--- src/rtl/pgm_ddram_rd_port_if.sv ---
// pgm_ddram_rd_port_if: video read client bus plus Avalon DDRAM read bus
//   vid_*   : single-word read requests from the video engine
//   DDRAM_* : burst read port toward the MiSTer DDRAM / arbiter
//   slave   : view of the line-buffer responder, master: view of the surrounding environment
interface pgm_ddram_rd_port_if #(
    parameter int ADDR_W = 29,
    parameter int DATA_W = 64
);
    logic              vid_rd;
    logic [ADDR_W-1:0] vid_addr;
    logic              vid_busy;
    logic [DATA_W-1:0] vid_dout;
    logic              vid_dout_ready;
    logic [ADDR_W-1:0] DDRAM_ADDR;
    logic [7:0]        DDRAM_BURSTCNT;
    logic              DDRAM_RD;
    logic              DDRAM_BUSY;
    logic [DATA_W-1:0] DDRAM_DOUT;
    logic              DDRAM_DOUT_READY;

    modport slave (
        input  vid_rd, vid_addr, DDRAM_BUSY, DDRAM_DOUT, DDRAM_DOUT_READY,
        output vid_busy, vid_dout, vid_dout_ready, DDRAM_ADDR, DDRAM_BURSTCNT, DDRAM_RD
    );

    modport master (
        output vid_rd, vid_addr, DDRAM_BUSY, DDRAM_DOUT, DDRAM_DOUT_READY,
        input  vid_busy, vid_dout, vid_dout_ready, DDRAM_ADDR, DDRAM_BURSTCNT, DDRAM_RD
    );
endinterface

--- src/rtl/pgm_ddram_rd_port.sv ---
// pgm_ddram_rd_port: serves single-word video reads from a one-line buffer filled by aligned DDRAM bursts
//   clk     : core clock, rising edge
//   reset_n : asynchronous active-low reset
//   inv     : one-cycle pulse, invalidates the line buffer
//   bus     : vid_* client side and DDRAM_* Avalon side
module pgm_ddram_rd_port #(
    parameter int ADDR_W    = 29,
    parameter int DATA_W    = 64,
    parameter int BURST_LEN = 4
) (
    input logic                clk,
    input logic                reset_n,
    input logic                inv,
    pgm_ddram_rd_port_if.slave bus
);
    localparam int OFS_W = $clog2(BURST_LEN);

    typedef enum logic [1:0] {IDLE, REQ, FILL, RESP} state_t;

    state_t            state, state_nx;
    logic [ADDR_W-1:0] addr_q;
    logic [DATA_W-1:0] line_buf [BURST_LEN];
    logic [DATA_W-1:0] dout_q;
    logic [OFS_W-1:0]  beat_cnt;
    logic              valid, cooldown, accept, hit, beat, last_beat;

    // addr_q always carries the line tag while valid is set, so it doubles as the tag store
    assign accept    = state == IDLE && bus.vid_rd && !cooldown;
    assign hit       = valid && bus.vid_addr[ADDR_W-1:OFS_W] == addr_q[ADDR_W-1:OFS_W];
    assign beat      = state == FILL && bus.DDRAM_DOUT_READY;
    assign last_beat = beat && beat_cnt == OFS_W'(BURST_LEN - 1);

    always_comb begin
        state_nx = state;
        case (state)
            IDLE:    state_nx = accept ? (hit ? RESP : REQ) : IDLE;
            REQ:     state_nx = bus.DDRAM_BUSY ? REQ : FILL;
            FILL:    state_nx = last_beat ? RESP : FILL;
            default: state_nx = IDLE;
        endcase
    end

    always_ff @(posedge clk or negedge reset_n) begin
        if (!reset_n) begin
            state    <= IDLE;
            addr_q   <= '0;
            valid    <= 1'b0;
            cooldown <= 1'b0;
            beat_cnt <= '0;
            dout_q   <= '0;
        end else begin
            state    <= state_nx;
            cooldown <= state == RESP;
            if (accept) addr_q <= bus.vid_addr;
            if (beat) beat_cnt <= beat_cnt + 1'b1;
            if (inv || (accept && !hit)) valid <= 1'b0;
            else if (last_beat) valid <= 1'b1;
            if (state == RESP) dout_q <= line_buf[addr_q[OFS_W-1:0]];
        end
    end

    always_ff @(posedge clk) begin
        if (beat) line_buf[beat_cnt] <= bus.DDRAM_DOUT;
    end

    // the response word is read straight from the buffer in RESP and held in dout_q afterwards
    assign bus.vid_busy       = state != IDLE || cooldown;
    assign bus.vid_dout_ready = state == RESP;
    assign bus.vid_dout       = state == RESP ? line_buf[addr_q[OFS_W-1:0]] : dout_q;
    assign bus.DDRAM_ADDR     = {addr_q[ADDR_W-1:OFS_W], {OFS_W{1'b0}}};
    assign bus.DDRAM_BURSTCNT = 8'(BURST_LEN);
    assign bus.DDRAM_RD       = state == REQ;
endmodule
--- src/flat_wrapper.sv ---
// flat-port wrapper written by rule: the top's interface ports become plain ports
module pgm_ddram_rd_port_flat 
#(
    parameter int ADDR_W    = 29,
    parameter int DATA_W    = 64,
    parameter int BURST_LEN = 4
)
  (clk, reset_n, inv, bus_vid_rd, bus_vid_addr, bus_DDRAM_BUSY, bus_DDRAM_DOUT, bus_DDRAM_DOUT_READY, bus_vid_busy, bus_vid_dout, bus_vid_dout_ready, bus_DDRAM_ADDR, bus_DDRAM_BURSTCNT, bus_DDRAM_RD);
  pgm_ddram_rd_port_if #(.ADDR_W(ADDR_W), .DATA_W(DATA_W)) bus_i ();
  input logic clk;
  input logic reset_n;
  input logic inv;
  input wire logic [$bits(bus_i.vid_rd)-1:0] bus_vid_rd;
  input wire logic [$bits(bus_i.vid_addr)-1:0] bus_vid_addr;
  input wire logic [$bits(bus_i.DDRAM_BUSY)-1:0] bus_DDRAM_BUSY;
  input wire logic [$bits(bus_i.DDRAM_DOUT)-1:0] bus_DDRAM_DOUT;
  input wire logic [$bits(bus_i.DDRAM_DOUT_READY)-1:0] bus_DDRAM_DOUT_READY;
  output wire logic [$bits(bus_i.vid_busy)-1:0] bus_vid_busy;
  output wire logic [$bits(bus_i.vid_dout)-1:0] bus_vid_dout;
  output wire logic [$bits(bus_i.vid_dout_ready)-1:0] bus_vid_dout_ready;
  output wire logic [$bits(bus_i.DDRAM_ADDR)-1:0] bus_DDRAM_ADDR;
  output wire logic [$bits(bus_i.DDRAM_BURSTCNT)-1:0] bus_DDRAM_BURSTCNT;
  output wire logic [$bits(bus_i.DDRAM_RD)-1:0] bus_DDRAM_RD;
  assign bus_i.vid_rd = bus_vid_rd;
  assign bus_i.vid_addr = bus_vid_addr;
  assign bus_i.DDRAM_BUSY = bus_DDRAM_BUSY;
  assign bus_i.DDRAM_DOUT = bus_DDRAM_DOUT;
  assign bus_i.DDRAM_DOUT_READY = bus_DDRAM_DOUT_READY;
  assign bus_vid_busy = bus_i.vid_busy;
  assign bus_vid_dout = bus_i.vid_dout;
  assign bus_vid_dout_ready = bus_i.vid_dout_ready;
  assign bus_DDRAM_ADDR = bus_i.DDRAM_ADDR;
  assign bus_DDRAM_BURSTCNT = bus_i.DDRAM_BURSTCNT;
  assign bus_DDRAM_RD = bus_i.DDRAM_RD;
  pgm_ddram_rd_port #(.ADDR_W(ADDR_W), .DATA_W(DATA_W), .BURST_LEN(BURST_LEN)) u_core (.clk(clk), .reset_n(reset_n), .inv(inv), .bus(bus_i));
endmodule
--- config.mk ---
export PLATFORM = sky130hd
export DESIGN_NAME = pgm_ddram_rd_port_flat
export DESIGN_NICKNAME = d
export VERILOG_FILES = /design/src/rtl/pgm_ddram_rd_port_if.sv /design/src/rtl/pgm_ddram_rd_port.sv /design/src/flat_wrapper.sv
export SDC_FILE = /design/constraint.sdc
export NUM_CORES = 1
export LEC_CHECK = 0
export CAP_MARGIN = 0
export CORE_MARGIN = 4
export CORE_UTILIZATION = 49
export CTS_BUF_LIST = sky130_fd_sc_hd__clkbuf_8 sky130_fd_sc_hd__clkbuf_16
export DETAILED_ROUTE_END_ITERATION = 12
export PLACE_DENSITY = 0.76
export SKIP_CTS_REPAIR_TIMING = 1
export SYNTH_ARGS = -nofsm -noshare
export SYNTH_HDL_FRONTEND = slang
export SYNTH_SLANG_ARGS = --single-unit
export TNS_END_PERCENT = 10
--- constraint.sdc ---
create_clock -name clk -period 2.9 [get_ports clk]
set_clock_uncertainty 0.1 [all_clocks]
set_input_delay 0.29 -clock clk [delete_from_list [all_inputs] [get_ports clk]]
set_output_delay 0.29 -clock clk [all_outputs]
set_load 0.03 [all_outputs]
# Yosys cells after proc, flatten, opt, wreduce, memory -nomap -nowiden
# Memory sizes are Yosys's and may differ from the RTL's.
# Cells that the tools add are included.
[totals]
rom_bits = 0
latch_bits = 0
output_inout_bits = 104
mem_count = 1
mem_bits_rw = 256
word_cells = 36
in_bits = 99
ff_bits = 99
[memory_table]
columns = ["memory", "words", "width", "read_ports", "rd_clocked_by_memory_dff", "wr", "line_no", "source"]
rows = [
  ["u_core.line_buf", 4, 64, 1, 0, 1, "pgm_ddram_rd_port.sv:22", "logic [DATA_W-1:0] line_buf [BURST_LEN];"],
]
[classes]
muxes = 10
bitwise = 0
addsub = 1
magnitude_cmp = 0
reduce_logical = 13
mul = 0
n_shift = 0
n_div = 0
eq_ne = 5
[ops]
columns = ["cell", "n"]
rows = [
  ["$mux W64", 1],
  ["$eq A27 B27 Y1", 1],
  ["$eq A2 B2 Y1 const B", 3],
  ["$logic_and A1 B1 Y1", 6],
  ["$mux W2", 3],
  ["$pmux W2 S3", 1],
  ["$mux W1", 5],
  ["$reduce_bool A2 Y1", 2],
  ["$add A2 B1 Y2 const B", 1],
  ["$eq A2 B1 Y1 const B", 1],
  ["$logic_not A1 Y1", 2],
  ["$logic_not A2 Y1", 1],
  ["$logic_or A1 B1 Y1", 2],
]

# Depth between registers and ports, before layout
[logic_depth]
ltp_word = 6
mapped_depth = 5
ltp_nobuf = 5

# Worst setup path before layout
# No wires, ideal clock.
[synth_timing]
kind = "flip-flop to flip-flop"
startpoint = "register u_core.state[0]"
endpoint = "memory u_core.line_buf[0][0] (enable)"
setup_time_ns = 0.429
arrival_time_ns = 2.361
path_buffers = 1
required_time_ns = 2.371
synth_period_minus_slack_ns = 2.890
path_stages_with_launch = 5
slack_ns = 0.010
cell_sequence = "dfrtp_1 inv_1 and3_1 clkbuf_1 and2_1"
[synth_via]
elab_chain_cells = 4
[synth_lines]
columns = ["item", "line_no", "source"]
rows = [
  ["start: declaration", "pgm_ddram_rd_port.sv:20", "state_t state, state_nx;"],
  ["start signal: assignment", "pgm_ddram_rd_port.sv:52", "state <= state_nx;"],
  ["$eq A2 B2 Y1", "pgm_ddram_rd_port.sv:30", "assign beat = state == FILL && bus.DDRAM_DOUT_READY;"],
  ["$logic_and A1 B1 Y1", "pgm_ddram_rd_port.sv:30", ""],
  ["$mux W1", "pgm_ddram_rd_port.sv:63", "if (beat) line_buf[beat_cnt] <= bus.DDRAM_DOUT;"],
  ["$mux W1 (implied by the code)", "pgm_ddram_rd_port.sv:63", ""],
  ["end: declaration", "pgm_ddram_rd_port.sv:22", ""],
]
# No other way between the ends.

# Final worst setup path
[layout_timing]
startpoint = "register u_core.addr_q[0]"
endpoint = "output port bus_vid_dout[46]"
[layout_via]
elab_chain_cells = 2
[layout_lines]
columns = ["item", "line_no", "source"]
rows = [
  ["start: declaration", "pgm_ddram_rd_port.sv:21", "logic [ADDR_W-1:0] addr_q;"],
  ["start signal: assignment", "pgm_ddram_rd_port.sv:54", "if (accept) addr_q <= bus.vid_addr;"],
  ["$mem_v2 Z4 W64", "--", ""],
  ["$mux W64", "pgm_ddram_rd_port.sv:69", "assign bus.vid_dout = state == RESP ? line_buf[addr_q[OFS_W-1:0]] : dout_q;"],
  ["end: declaration", "flat_wrapper.sv:19", "output wire logic [$bits(bus_i.vid_dout)-1:0] bus_vid_dout;"],
]
# No other way between the ends.

==> impl_results.md <==
- Longest Clk Path Bufs: 3
- Root Buffer: clkbuf_16
- Vias: 6500
- Power share of the sequential group: 37.6%
- Hold_ws: approximately 0.26 ns
- Final #Nets: 946
- Net Sw Frac: 32.0%
- Core box area: approximately 27000 µm²
- Grt ovf: 0
- H-tree level count: 2
- P_leak: 0.00673 µW
- Number of global-route vias before repair: 7115
- Pre-CTS WS: roughly 0.25 ns
- Syn Inst Count: 644
- GRT Util Overall: 17.4%
- Syn-to-layout area delta: 27.1%
- Period utilisation layout: between 90% and 100%
- Endpoints failing hold: 0
- Share of layout cells above drive strength 1: 27.8%
- Delay-heaviest family, CP: multiplexers
- Startpoint Class: register
- Ys flop type: edfxtp_1
- Worst-margin pin slew: approximately 0.64 ns
- Port Buffer Count: between 150 and 200
- Ports: 203
- Ant diodes: 0
- Slowest-stage cell, CP: dfrtp_4
- Worst path cell trace: buf_12, mux4_2, mux2_2, dlymetal6s2s_1
- CTS tree: done
- WP data arrival: approximately 2.4 ns
- Buf/Inv on CP: 2
- Finish-stage setup viols: 0
- Antenna violations before repair: 2
- Final GP Congestion: roughly 0.73
- Clock slew seen by the registers of the worst setup and hold paths: 0.06 ns
- Final setup margin: 0.105 ns
- Comb pwr share: 37.0%
- Syn Std Cell Area: 13600 µm²
- Clock Sink Count: 355
- DRC: 0
- Max cap viols: 0
- Clock Latency Late Sink: 0.51 ns
- CP Class: reg2out
- Post-synthesis sequential area ratio: 74.7%
- Clock share of power: between 20% and 30%
- Post-DP HPWL: around 16000 µm
- Xor and xnor area share after synthesis: 1.80%
- Synth cell types: 31
- Row Count: 60
- CP endpoint kind: output pin
- 1st-iter DRT viols: 381
- Hold WC Path Type: in2async
- Initial Util: approximately 50%
- Filler cell count: 1866
- Flops & latches, synth: roughly 360
- First-pass GRT wire length: 41400 µm
- First-pass DRT Iterations: 4
- Post-synth ARST share: 27.9%
- Yosys warnings: 0
- RSZ-0062 raised after global routing: false
- Antenna Nets Post-Route: 0
- Synth Area per Inst: 21.1 µm²
- Post-synthesis mux area share: 18.3%
- Switching power: 5880 µW
- Vias/cell: 5.23
- Worst-path maximum fanout: 19
- Max Freq: 358 MHz
- Die X: 175 µm
- Fraction of the mapped netlist area in compound gates: 0.313%
- Max incr delay on CP: 0.56 ns
- Relative slew margins: 57.3%
- Main combinational cell family by area after synthesis: multiplexers
- Post-synth EDFFs: 256
- Post-Synth Simple-Gate Area: 1.07%
- Critical Path RT: 2.51 ns
- Setup TNS: 0 ns
- Fin. max-slew vios: 0
- Final Critical Period: approximately 2.8 ns
- Status: complete, no violations
- Adder-Cell Fraction of Synth Area: 0.368%
- Routed length per placed instance: 21.2 µm
- P per Cell Area: 1060 nW/µm²
- Worst vdd ir: between 0.7 and 0.8 mV
- Largest net degree at the start of global routing: 50
- WL final: 26300 µm
- Die H: 175 µm
- Internal power: 12500 µW
- CTS buffer count: 38
- Die area: 30500 µm²
## synthesized netlist by cell type, types with 3 or more instances
cell	number	area, µm²
mux4_2	64	1440
buf_4	40	300
nand4_1	3	18.8
inv_1	6	22.5
ha_1	4	50.1
and2_1	3	18.8
clkbuf_1	5	18.8
buf_2	11	55.1
dfrtp_1	99	2480
nor4_1	7	43.8
xor2_1	27	236
edfxtp_1	256	7690
buf_6	6	67.6
mux2_2	92	1040
## metrics by stage
stage,total power [µW],instances,utilization (%),instance area [µm²]
floorplan,11600,652,-,13600
global placement,13900,1174,58.7,15900
detailed placement,14000,1174,58.7,15900
CTS,18700,1242,63.2,17100
global route,19300,1243,63.8,17300
finish,18400,1243,63.8,17300
## metal layers
layer  vias to the layer above  global-route usage, %  routed length [µm]
met3                        35                   4.76                1950
met5                         -                      0                  22
met4                         4                   3.40                 366
met1                      3330                   25.0               11500
met2                       241                   27.4               12400
li1                       2890                      -                   -
## logic make-up after synthesis
group / count (synthesis)
AOI/OAI and AO/OA: 7
xor gates and xnor gates: 28
adders and majority gates: 4
buffers and inverters: 68
DFF: 355
muxes: 157
other: 2
and+or+nand+nor: 23
## final cells by class
type	instances	area, µm²	share of cell area (%)
clock buffers	48	1100	6.36
clock inverters	20	138	0.796
inverters	6	23.8	0.137
multi-input cells	229	3030	17.5
flip-flops and latches	355	10200	58.8
well taps	372	465	2.69
repair buffers	213	2370	13.7
## sequential cells by signal, summed over array words and instances (netlist names)
signal / cells
u_core.cooldown: 1
u_core.addr_q: 29
u_core.line_buf: 256
u_core.beat_cnt: 2
u_core.state: 2
u_core.dout_q: 64
u_core.valid: 1
## power by group through the flow
stage / clock (µW) / sequential, µW / combinational [µW]
2_1_floorplan: 0 / 6820 / 4810
3_3_place_gp: 0 / 6950 / 6940
3_5_place_dp: 0 / 7010 / 6980
4_1_cts: 4790 / 6910 / 7030
5_1_grt: 5030 / 7000 / 7230
6_report: 4670 / 6900 / 6800
## worst paths after layout
path | depth (start not counted) | to | slack, ns | startpoint
hold / removal | 2 | u_core.dout_q[5]$_DFF_PN0_ | 0.26 | reset_n
hold reg to reg | 1 | u_core.dout_q[42]$_DFF_PN0_ | 0.39 | u_core.dout_q[42]$_DFF_PN0_
max in group asynchronous | 3 | u_core.dout_q[62]$_DFF_PN0_ | 1.73 | reset_n
setup / recovery | 4 | bus_vid_dout[46] | 0.10 | u_core.addr_q[0]$_DFFE_PN0N_
min in group clk | 1 | u_core.line_buf[1][41]$_DFFE_PP_ | 0.31 | bus_DDRAM_DOUT[41]
setup reg to reg | 3 | u_core.line_buf[1][46]$_DFFE_PP_ | 0.83 | u_core.state[1]$_DFF_PN0_
## layout by cell type, fill, tap and decap left out, types with 5 or more instances in the layout
cell,Yosys,layout
clkdlybuf4s50_1,0,127
clkbuf_16,0,39
buf_12,0,11
conb_1,2,10
buf_4,40,12
mux2_2,92,92
clkbuf_8,0,9
mux4_2,64,64
nor4_1,7,7
dlymetal6s2s_1,0,62
dfrtp_1,99,97
xor2_1,27,27
clkinv_2,0,5
inv_1,6,14
edfxtp_1,256,256
Note: power is estimated with default switching activity, not from simulation.
